$ cat config.mk
export PLATFORM = sky130hd
export DESIGN_NAME = ltc2145_lane_tx
export DESIGN_NICKNAME = d
export VERILOG_FILES = /design/src/rtl/ltc2145_lane_tx.sv
export SDC_FILE = /design/constraint.sdc
export NUM_CORES = 1
export LEC_CHECK = 0
export ABC_AREA = 0
export CAP_MARGIN = 10
export CELL_PAD_IN_SITES_DETAIL_PLACEMENT = 1
export CELL_PAD_IN_SITES_GLOBAL_PLACEMENT = 1
export CORE_UTILIZATION = 40
export CTS_CLUSTER_DIAMETER = 50
export DETAILED_ROUTE_END_ITERATION = 8
export DONT_BUFFER_PORTS = 1
export PLACE_DENSITY = 0.76
export SLEW_MARGIN = 40
export SYNTH_ARGS = -nofsm -noshare
export SYNTH_HDL_FRONTEND = slang
export SYNTH_SLANG_ARGS = --single-unit
$ cat constraint.sdc
create_clock -name sample_clk -period 2.3 [get_ports sample_clk]
set_input_delay 0.115 -clock sample_clk [delete_from_list [all_inputs] [get_ports sample_clk]]
set_output_delay 0.115 -clock sample_clk [all_outputs]
set_load 0.02 [all_outputs]
$ cat src/rtl/ltc2145_lane_tx.sv
// One LTC2145-style ADC lane serializer: MSB-first words with a frame marker,
// a training run after reset or on request, and idle-word substitution on underflow.
module ltc2145_lane_tx #(
    parameter int               WIDTH         = 14,
    parameter logic [WIDTH-1:0] TRAIN_PATTERN = 14'h2A3C,
    parameter int               TRAIN_WORDS   = 64,
    parameter logic [WIDTH-1:0] IDLE_WORD     = 14'h2000
) (
    input  logic             sample_clk,
    input  logic             reset,
    input  logic             train_req,
    input  logic [WIDTH-1:0] s_data,
    input  logic             s_valid,
    output logic             s_ready,
    output logic             data_out,
    output logic             frame_out,
    output logic             train_busy,
    output logic             underflow,
    output logic [15:0]      underflow_cnt
);

    localparam int            CW         = $clog2(WIDTH);
    localparam logic [CW-1:0] LAST_BIT   = CW'(WIDTH - 1);
    localparam logic [7:0]    TRAIN_LAST = 8'(TRAIN_WORDS);

    typedef enum logic {TRAIN, DATA} state_t;

    state_t           state, state_next;
    logic [CW-1:0]    bit_cnt;
    logic [7:0]       train_cnt, train_cnt_next;
    logic [WIDTH-1:0] shift_reg, load_word;
    logic             boundary, take_data, load_train, load_idle;

    assign boundary = (bit_cnt == LAST_BIT);
    assign data_out = shift_reg[WIDTH-1];
    assign s_ready  = boundary && !train_req && (state == DATA || train_cnt == TRAIN_LAST);

    // Word selection for the next boundary; a finished training run falls straight
    // into the data choice so the lane never sees a gap word.
    always_comb begin
        state_next     = state;
        train_cnt_next = train_cnt;
        load_word      = IDLE_WORD;
        load_train     = 1'b0;
        load_idle      = 1'b0;
        take_data      = 1'b0;

        if (state == TRAIN) begin
            if (train_req) begin
                train_cnt_next = 8'd0;
                load_word      = TRAIN_PATTERN;
                load_train     = 1'b1;
            end else if (train_cnt < TRAIN_LAST) begin
                load_word      = train_cnt[0] ? ~TRAIN_PATTERN : TRAIN_PATTERN;
                train_cnt_next = train_cnt + 8'd1;
                load_train     = 1'b1;
            end else begin
                take_data = 1'b1;
            end
        end else begin
            take_data = 1'b1;
        end

        if (take_data) begin
            if (train_req) begin
                state_next     = TRAIN;
                train_cnt_next = 8'd1;
                load_word      = TRAIN_PATTERN;
                load_train     = 1'b1;
            end else if (s_valid) begin
                state_next = DATA;
                load_word  = s_data;
            end else begin
                state_next = DATA;
                load_word  = IDLE_WORD;
                load_idle  = 1'b1;
            end
        end
    end

    always_ff @(posedge sample_clk or negedge reset) begin
        if (!reset) begin
            bit_cnt    <= LAST_BIT;
            state      <= TRAIN;
            train_cnt  <= 8'd0;
            shift_reg  <= '0;
            frame_out  <= 1'b0;
            train_busy <= 1'b1;
            underflow  <= 1'b0;
        end else if (boundary) begin
            bit_cnt    <= '0;
            state      <= state_next;
            train_cnt  <= train_cnt_next;
            shift_reg  <= load_word;
            frame_out  <= 1'b1;
            train_busy <= load_train;
            underflow  <= load_idle;
        end else begin
            bit_cnt    <= bit_cnt + 1'b1;
            shift_reg  <= {shift_reg[WIDTH-2:0], 1'b0};
            frame_out  <= 1'b0;
            underflow  <= 1'b0;
        end
    end

    // Only written on a real increment so the count holds between events.
    always_ff @(posedge sample_clk or negedge reset) begin
        if (!reset) begin
            underflow_cnt <= 16'd0;
        end else if (boundary && load_idle && underflow_cnt != 16'hFFFF) begin
            underflow_cnt <= underflow_cnt + 16'd1;
        end
    end

endmodule

==> results of run 1 <==
==> layout make-up <==
type                            count  area, um^2  area share [%]
Tap cell                           70       87.58           3.396
Clock buffer                        5       68.82           2.669
Clock inverter                      3       45.04           1.747
Timing Repair Buffer               20       195.2           7.569
Inverter                            8       30.03           1.164
Multi-Input combinational cell    158       996.0           38.62
Sequential cell                    46        1156           44.83
==> worst max-delay path by stage <==
stage                                    to  slack [ns]  cells past startpoint              from
after floorplan           underflow_cnt[10]        0.32                      5  underflow_cnt[0]
after global placement     underflow_cnt[1]        0.36                      4        bit_cnt[0]
after detailed placement   underflow_cnt[1]        0.30                      4        bit_cnt[0]
after CTS                           s_ready        0.22                      5        bit_cnt[0]
after global routing                s_ready         0.1                      5        bit_cnt[0]
final                               s_ready        0.23                      5        bit_cnt[0]
==> where the power goes <==
group / switching, mW / internal (mW) / leakage [nW] / total [mW]
Combinational: 0.0816 / 0.0610 / 0.568 / 0.143
Clock: 0.304 / 0.324 / 0.0504 / 0.628
Sequential: 0.0431 / 0.843 / 0.585 / 0.886
Total: 0.429 / 1.23 / 1.20 / 1.66
==> cell usage after synthesis, types with 4 or more instances <==
cell type,number
sky130_fd_sc_hd__a21oi_1,19
sky130_fd_sc_hd__and3_1,4
sky130_fd_sc_hd__clkbuf_1,5
sky130_fd_sc_hd__dfrtp_1,42
sky130_fd_sc_hd__dfstp_2,4
sky130_fd_sc_hd__ha_1,5
sky130_fd_sc_hd__inv_1,7
sky130_fd_sc_hd__nand2_1,23
sky130_fd_sc_hd__nand3_1,8
sky130_fd_sc_hd__nand4_1,7
sky130_fd_sc_hd__nor2_1,19
sky130_fd_sc_hd__nor3_1,11
sky130_fd_sc_hd__o21ai_0,12
sky130_fd_sc_hd__xor2_1,14
==> worst max-delay path: stages (launching register included) <==
cell and delay [ns]:
sky130_fd_sc_hd__dfstp_2 0.61, sky130_fd_sc_hd__nand4b_4 0.12, sky130_fd_sc_hd__buf_4 0.20, sky130_fd_sc_hd__clkinv_1 0.15
sky130_fd_sc_hd__nand2_1 0.18, sky130_fd_sc_hd__nor2_1 0.37
==> per-layer routing <==
layer	GRT usage, %	wire length (um)
met1	28.54	2702
met2	33.78	2598
met3	4.311	139
met4	5.769	59
met5	0	0
==> through the flow <==
stage	hold WS (ns)	setup WS (ns)	cells	util, %	power (mW)
3_3_place_gp	-0.1794	0.3557	291	44.90	1.000
3_5_place_dp	-0.1792	0.2981	291	44.90	1.007
4_1_cts	0.004371	0.2179	310	49.54	1.671
5_1_grt	0.01997	0.09887	310	49.54	1.729
6_report	0.006192	0.2301	310	49.54	1.656
2_1_floorplan	-0.1806	0.3176	219	-	0.9733
==> cell families (layout without fill, tap and decap cells) <==
family / count (synthesis) / in the layout / synth area share [%]
mux: 3 / 3 / 1.524
flops: 46 / 46 / 52.17
xor+xnor: 14 / 14 / 5.534
simple gates: 92 / 92 / 23.26
fa+ha+maj: 5 / 5 / 2.823
buf+inv: 15 / 36 / 2.880
compound gates: 44 / 44 / 11.80
==> results summary, run 1 <==
The maximum clock path buffer count came out at 2. STA classifies the critical path startpoint as a flop. The flip-flop count of the largest register after layout is 16. The detailed placement HPWL came out at around 3600 um.

The area growth from synthesis to final layout is 16.37%. The library cell used most frequently in the layout, excluding fill and tap cells, is sky130_fd_sc_hd__dfrtp_1. The portion of the clock cycle consumed by the worst path in the final layout came out at between 80% and 90%. The worst-case IR drop observed on VDD is 0.2431 mV. The peak fanout along the critical path is 15. The number of nets produced by synthesis came out at roughly 240.

The number of antenna violations at the first check in global routing is 0. For hold timing, the worst endpoint is shift_reg[3]. The number of DRC markers after the initial detailed-route iteration is between 100 and 150. The synthesized netlist cell count came out at between 200 and 250.

The post-layout instance area is 2579 um^2. The highest attainable clock frequency came out at 483.1 MHz. The final weighted congestion in routability-driven placement is approximately 0.79. The core area is ~5200 um^2. The leftover overflow at the end of global routing came out at 0. The number of diodes added for antenna fixing came out at 0. The power per unit of standard cell area is around 640 nW/um^2. The later-pin clock latency in the skew report came out at just over 0.3 ns. The number of max-slew violations in the final report came out at 0. Adding up every negative setup slack in the final design gives 0 ns. In this run the vertical extent of the chip is 76.43 um. The most used flip-flop cell after synthesis is sky130_fd_sc_hd__dfrtp_1.

The worst register-to-register path ends at underflow_cnt[1]. Counting flops with a built-in enable in the synthesized netlist gives 0. The number of hold violations in the final report is 0. Setup violations remaining at the end of the flow were counted as 0. TritonCTS built the clock tree. The leakage dissipation came out at 1.204 nW. The worst hold path cell count came out at 2. The worst reg2reg path depth is 4. The distinct cell type count of the synthesized netlist is 41. Synthesis inferred 46 register bits. For the pin with the worst max-slew slack, the measured transition is around 0.67 ns.

Of all cell types, the one taking the most synthesized area is sky130_fd_sc_hd__dfrtp_1. The post-detailed-route DRC marker count is 0. The minimum clock period came out at between 2 and 2.5 ns. In this run the most critical hold path is launched from s_valid. The number of hold-repair buffers added at the cts stage is 11. The run finished with clean final reports. The number of maximum-capacitance violations came out at 0. The die width is between 70 and 80 um. The worst setup path is captured at an output pin. The required time at the endpoint of the critical path came out at 2.18 ns. The floorplan row count came out at 26. The clock input transition at the sequential cells of the worst setup and hold paths is 0.10 ns.

After synthesis, the cell types taking the most area are sky130_fd_sc_hd__dfrtp_1 (47%), sky130_fd_sc_hd__xor2_1 (5.5%), sky130_fd_sc_hd__dfstp_2 (4.7%), sky130_fd_sc_hd__a21oi_1 (4.3%), sky130_fd_sc_hd__nand2_1 (3.9%). The number of nets in the finished design is 262. The detail-routed net length per standard cell is between 15 and 20 um.

Setup repair after global routing left no endpoint under its margin. The H-tree level count is 2. The async set or reset register ratio after synthesis is 100.0%. The setup slack on the worst flop-to-flop path came out at 0.29 ns. Fill cells in the final layout number roughly 600. The post-detailed-routing wire length is ~5500 um. The count of nets left with antenna violations after detail routing came out at 0.

The wire length of the first global-routing pass is between 9000 and 10000 um. The startpoint of the worst-slack reg-to-reg timing path is bit_cnt[0]. The worst max-slew margin expressed relative to the limit is between 50 and 60%.

The share of layout cells above drive strength 1 came out at around 13%. The vias after detailed routing came out at 1689. The initial core utilization came out at ~43%.

The top cell types in the final layout, fill and taps aside, are sky130_fd_sc_hd__dfrtp_1 (42), sky130_fd_sc_hd__nand2_1 (23), sky130_fd_sc_hd__nor2_1 (19), sky130_fd_sc_hd__a21oi_1 (19), sky130_fd_sc_hd__xor2_1 (14). Entering global routing, the biggest net connects 47 pins. Dividing the detail-routed via count by the number of cells gives 5.448. The path type of the worst setup path is reg -> out. During I/O placement, the number of pins put on the boundary was 39. The number of CTS-inserted buffers is 5.

The number of warnings issued by yosys came out at 0. The global-route total usage across every layer is 20.95%. The first detailed-routing pass ran for 4 iterations. The post-placement cell area came out at between 2000 and 2500 um^2. The worst hold path belongs to the class in -> reg.

Averaged over all synthesized cells, the footprint is around 10 um^2. The total standard cell area after synthesis is 2216 um^2. The signal arrival time at the worst endpoint came out at between 1.5 and 2 ns. The number of global-route vias before repair is 1891. The clock sink count is between 40 and 50. Across the routed clock network, the largest skew measured is between 0.008 and 0.009 ns.

The tree is rooted in a sky130_fd_sc_hd__clkbuf_8. The share of synthesized area occupied by flip-flops and latches came out at a little over half. The number of buffers inserted by post-CTS setup repair came out at 0.

The number of cells upsized or downsized after cts came out at 0. The number of port buffers came out at 0. The share of the synthesized area in the top cell type is between 40% and 50%. The full die area came out at slightly below 6000 um^2.
No activity file was read; power rests on OpenSTA's default activity.
==> inputs of run 2 (changes only) <==
==> constraint.sdc (replaced) <==
create_clock -name sample_clk -period 2.3 [get_ports sample_clk]
set_input_delay 0.345 -clock sample_clk [delete_from_list [all_inputs] [get_ports sample_clk]]
set_output_delay 0.345 -clock sample_clk [all_outputs]
set_load 0.02 [all_outputs]
==> run 2 against run 1 <==
Net effect: register-to-register slack got worse by 0.02 ns; critical path type unchanged; sequential share of layout area increased by 1.5 points; routed wire length decreased by 6.6%; combinational power decreased by 9%; highest routed layer unchanged; largest power group unchanged; clock power decreased by 4.1%.
==> results summary, run 2 (synthesis gave the netlist of run 1 again) <==
The kind of start point of the critical path is a flop. The number of DRC markers after the initial detailed-route iteration is 150 (+8.7%). The worst register-to-register path ends at underflow_cnt[1]. The worst setup path is captured at an output pin. The leakage dissipation came out at 1.176 nW (-2.3%). The number of max-slew violations in the final report was 0 (unchanged).

The final worst clock skew came out at 0.004395 ns (-0.004071 ns). The worst max-slew margin expressed relative to the limit was 55.47% (+0.32 points). The number of antenna violations at the first check in global routing is 0 (unchanged). The commonest non-fill, non-tap cell in the layout is sky130_fd_sc_hd__dfrtp_1. The number of diodes added for antenna fixing is 0 (unchanged). The number of iterations in the first detailed-routing pass is 4 (unchanged).

The number of top-level design ports is 39 (unchanged). The clock sink count is 46 (unchanged). The initial core utilization came to 42.57% (unchanged). The portion of the clock cycle consumed by the worst path in the final layout was 93.18% (+3.2 points). The floorplan row count came to 26 (unchanged). The die width came out at 76.43 um (unchanged). The clock input transition at the sequential cells of the worst setup and hold paths is 0.09 ns (about the same). The worst reg2reg path depth came out at 4 (unchanged). The number of buffers inserted by post-CTS setup repair is 0 (unchanged). The peak fanout along the critical path is 15 (unchanged). The worst hold path cell count came out at 1 (-1). Setup repair after global routing left no endpoint under its margin. The flip-flop count of the largest register after layout is 16 (unchanged).

The post-detailed-route via-to-cell ratio came out at 5.619 (+3.1%). The minimum clock period came out at 2.143 ns (+0.07335 ns). The net switching power is 0.3976 mW (-7.2%). The share of layout cells above drive strength 1 came out at 13.36% (+0.86 points). The worst register-to-register path begins at bit_cnt[0]. The master cell of the clock root buffer is sky130_fd_sc_hd__clkbuf_8.

The flow ran to the end, and the final reports show no timing, DRC or antenna violations. The core area came out at 5205 um^2 (unchanged). The worst IR drop on VDD was 0.2411 mV (-0.82%). The transition time of the tightest slew-check pin came to 0.6629 ns (-0.006806 ns). The detailed placement HPWL was 3666 um (+1.6%). The post-detailed-routing wire length is 5138 um (-6.6%). The number of hold violations in the final report came to 0 (unchanged).

The signal arrival time at the worst endpoint came out at 1.80 ns (-0.15 ns). The power after layout came out at 1.617 mW (-2.4%). The wire length of the first global-routing pass came out at 8928 um (-7.4%). The chip height is 76.43 um (unchanged). The largest net degree at the start of global routing came out at 47 (unchanged).

The setup slack on the worst flop-to-flop path was 0.27 ns (-0.02 ns). The post-route setup TNS is 0 ns (unchanged). The worst hold path belongs to the class in -> reg.

The leftover overflow at the end of global routing was 0 (unchanged). The worst hold margin came out at 0.1261 ns (+0.1199 ns). The startpoint of the worst hold path is train_req. The utilization after layout is 47.93% (-1.6 points). The sequential share of power is 54.7% (+1.2 points). The number of global-route vias before repair came out at 1813 (-4.1%). The detail-routed net length per standard cell is 17.01 um (-4.1%). The number of CTS-inserted buffers is 5 (unchanged). The power per unit of standard cell area came to 648.0 nW/um^2 (+0.89%). The final weighted congestion in routability-driven placement is 0.7917 (-0.19%). The post-detailed-route DRC marker count came out at 0 (unchanged). The number of setup violations in the final report came out at 0 (unchanged).

The H-tree level count came out at 2 (unchanged). The power share of the clock group came to 37.3% (-0.6 points). The maximum clock path buffer count came out at 2 (unchanged). For hold timing, the worst endpoint is train_cnt[1]. In the layout the commonest cells are sky130_fd_sc_hd__dfrtp_1 (42), sky130_fd_sc_hd__nand2_1 (22), sky130_fd_sc_hd__nor2_1 (19), sky130_fd_sc_hd__a21oi_1 (19), sky130_fd_sc_hd__xor2_1 (14). The required time at the endpoint of the critical path came out at 1.96 ns (-0.22 ns). TritonCTS built the clock tree. The number of nets in the finished design came out at 254 (-3.1%). The switching share of power came out at 24.60% (-1.3 points). The vias after detailed routing came out at 1697 (+0.47%). The post-layout instance area came to 2495 um^2 (-3.3%).

The highest attainable clock frequency is 466.6 MHz (-3.4%). The number of port buffers was 0 (unchanged). The post-placement cell area came out at 2345 um^2 (+0.32%).

The number of inserted filler cells in the final layout came out at 615 (+2.7%). The global-route total usage across every layer came to 19.00% (-2.0 points). The count of nets left with antenna violations after detail routing came out at 0 (unchanged). The full die area is 5842 um^2 (unchanged). The combinational power share came to 8.0% (-0.6 points). The later-pin clock latency in the skew report is 0.30 ns (about the same). The internal power of the cells was 1.219 mW (-0.70%). The area growth from synthesis to final layout came out at 12.59%.

The worst setup path is of the reg -> out kind. The number of maximum-capacitance violations is 0 (unchanged).
==> run 2: power by group through the flow <==
| stage | registers (mW) | clock network [mW] | logic, mW |
|---|---|---|---|
| 4_1_cts | 0.885 | 0.617 | 0.132 |
| 2_1_floorplan | 0.905 | 0 | 0.0680 |
| 5_1_grt | 0.890 | 0.658 | 0.146 |
| 3_3_place_gp | 0.899 | 0 | 0.101 |
| 3_5_place_dp | 0.900 | 0 | 0.107 |
| 6_report | 0.885 | 0.602 | 0.130 |
==> run 2: metrics by stage <==
stage	instances	setup WS, ns
2_1_floorplan	219	0.3176
3_3_place_gp	292	0.3521
6_report	302	0.1568
4_1_cts	302	0.06296
3_5_place_dp	292	0.2885
5_1_grt	302	0.03103
==> run 2: how the worst max path moves through the flow <==
stage	depth (start not counted)	start	endpoint	slack, ns
floorplan	5	underflow_cnt[0]	underflow_cnt[10]	0.32
global placement	4	bit_cnt[0]	underflow_cnt[1]	0.35
detailed placement	4	bit_cnt[0]	underflow_cnt[1]	0.29
CTS	6	bit_cnt[0]	s_ready	0.06
global route	6	bit_cnt[0]	s_ready	0.03
finish	6	bit_cnt[0]	s_ready	0.16
==> run 2: routing by layer <==
metal / vias up / track usage [%] / wire (um)
li1: 800 / - / -
met1: 861 / 26.25 / 2523
met2: 27 / 29.82 / 2387
met3: 9 / 4.551 / 155
met4: 0 / 5.000 / 72
met5: - / 0 / 0
==> run 2: final cells by class <==
type	instances	area [um^2]	area share (%)
clock buffer	6	72.57	2.909
clock inverter	2	37.54	1.505
tap	70	87.58	3.511
multi-input combinational	158	998.5	40.02
timing repair buffer	12	112.6	4.514
inverter	8	30.03	1.204
sequential	46	1156	46.34
==> run 2: timing repair <==
action / CTS / global route
setup endpoints to repair: 0 / 1
hold endpoints to repair: 46 / 0
hold buffers: 2 / 0
gates resized for setup: 0 / 1
==> run 2: critical path: stages (launching register included) <==
cell and delay [ns]:
sky130_fd_sc_hd__dfstp_2 0.60, sky130_fd_sc_hd__nand4b_4 0.13, sky130_fd_sc_hd__buf_4 0.21, sky130_fd_sc_hd__clkinv_1 0.15, sky130_fd_sc_hd__nand2_2 0.12, sky130_fd_sc_hd__nor2_1 0.13, sky130_fd_sc_hd__buf_4 0.15
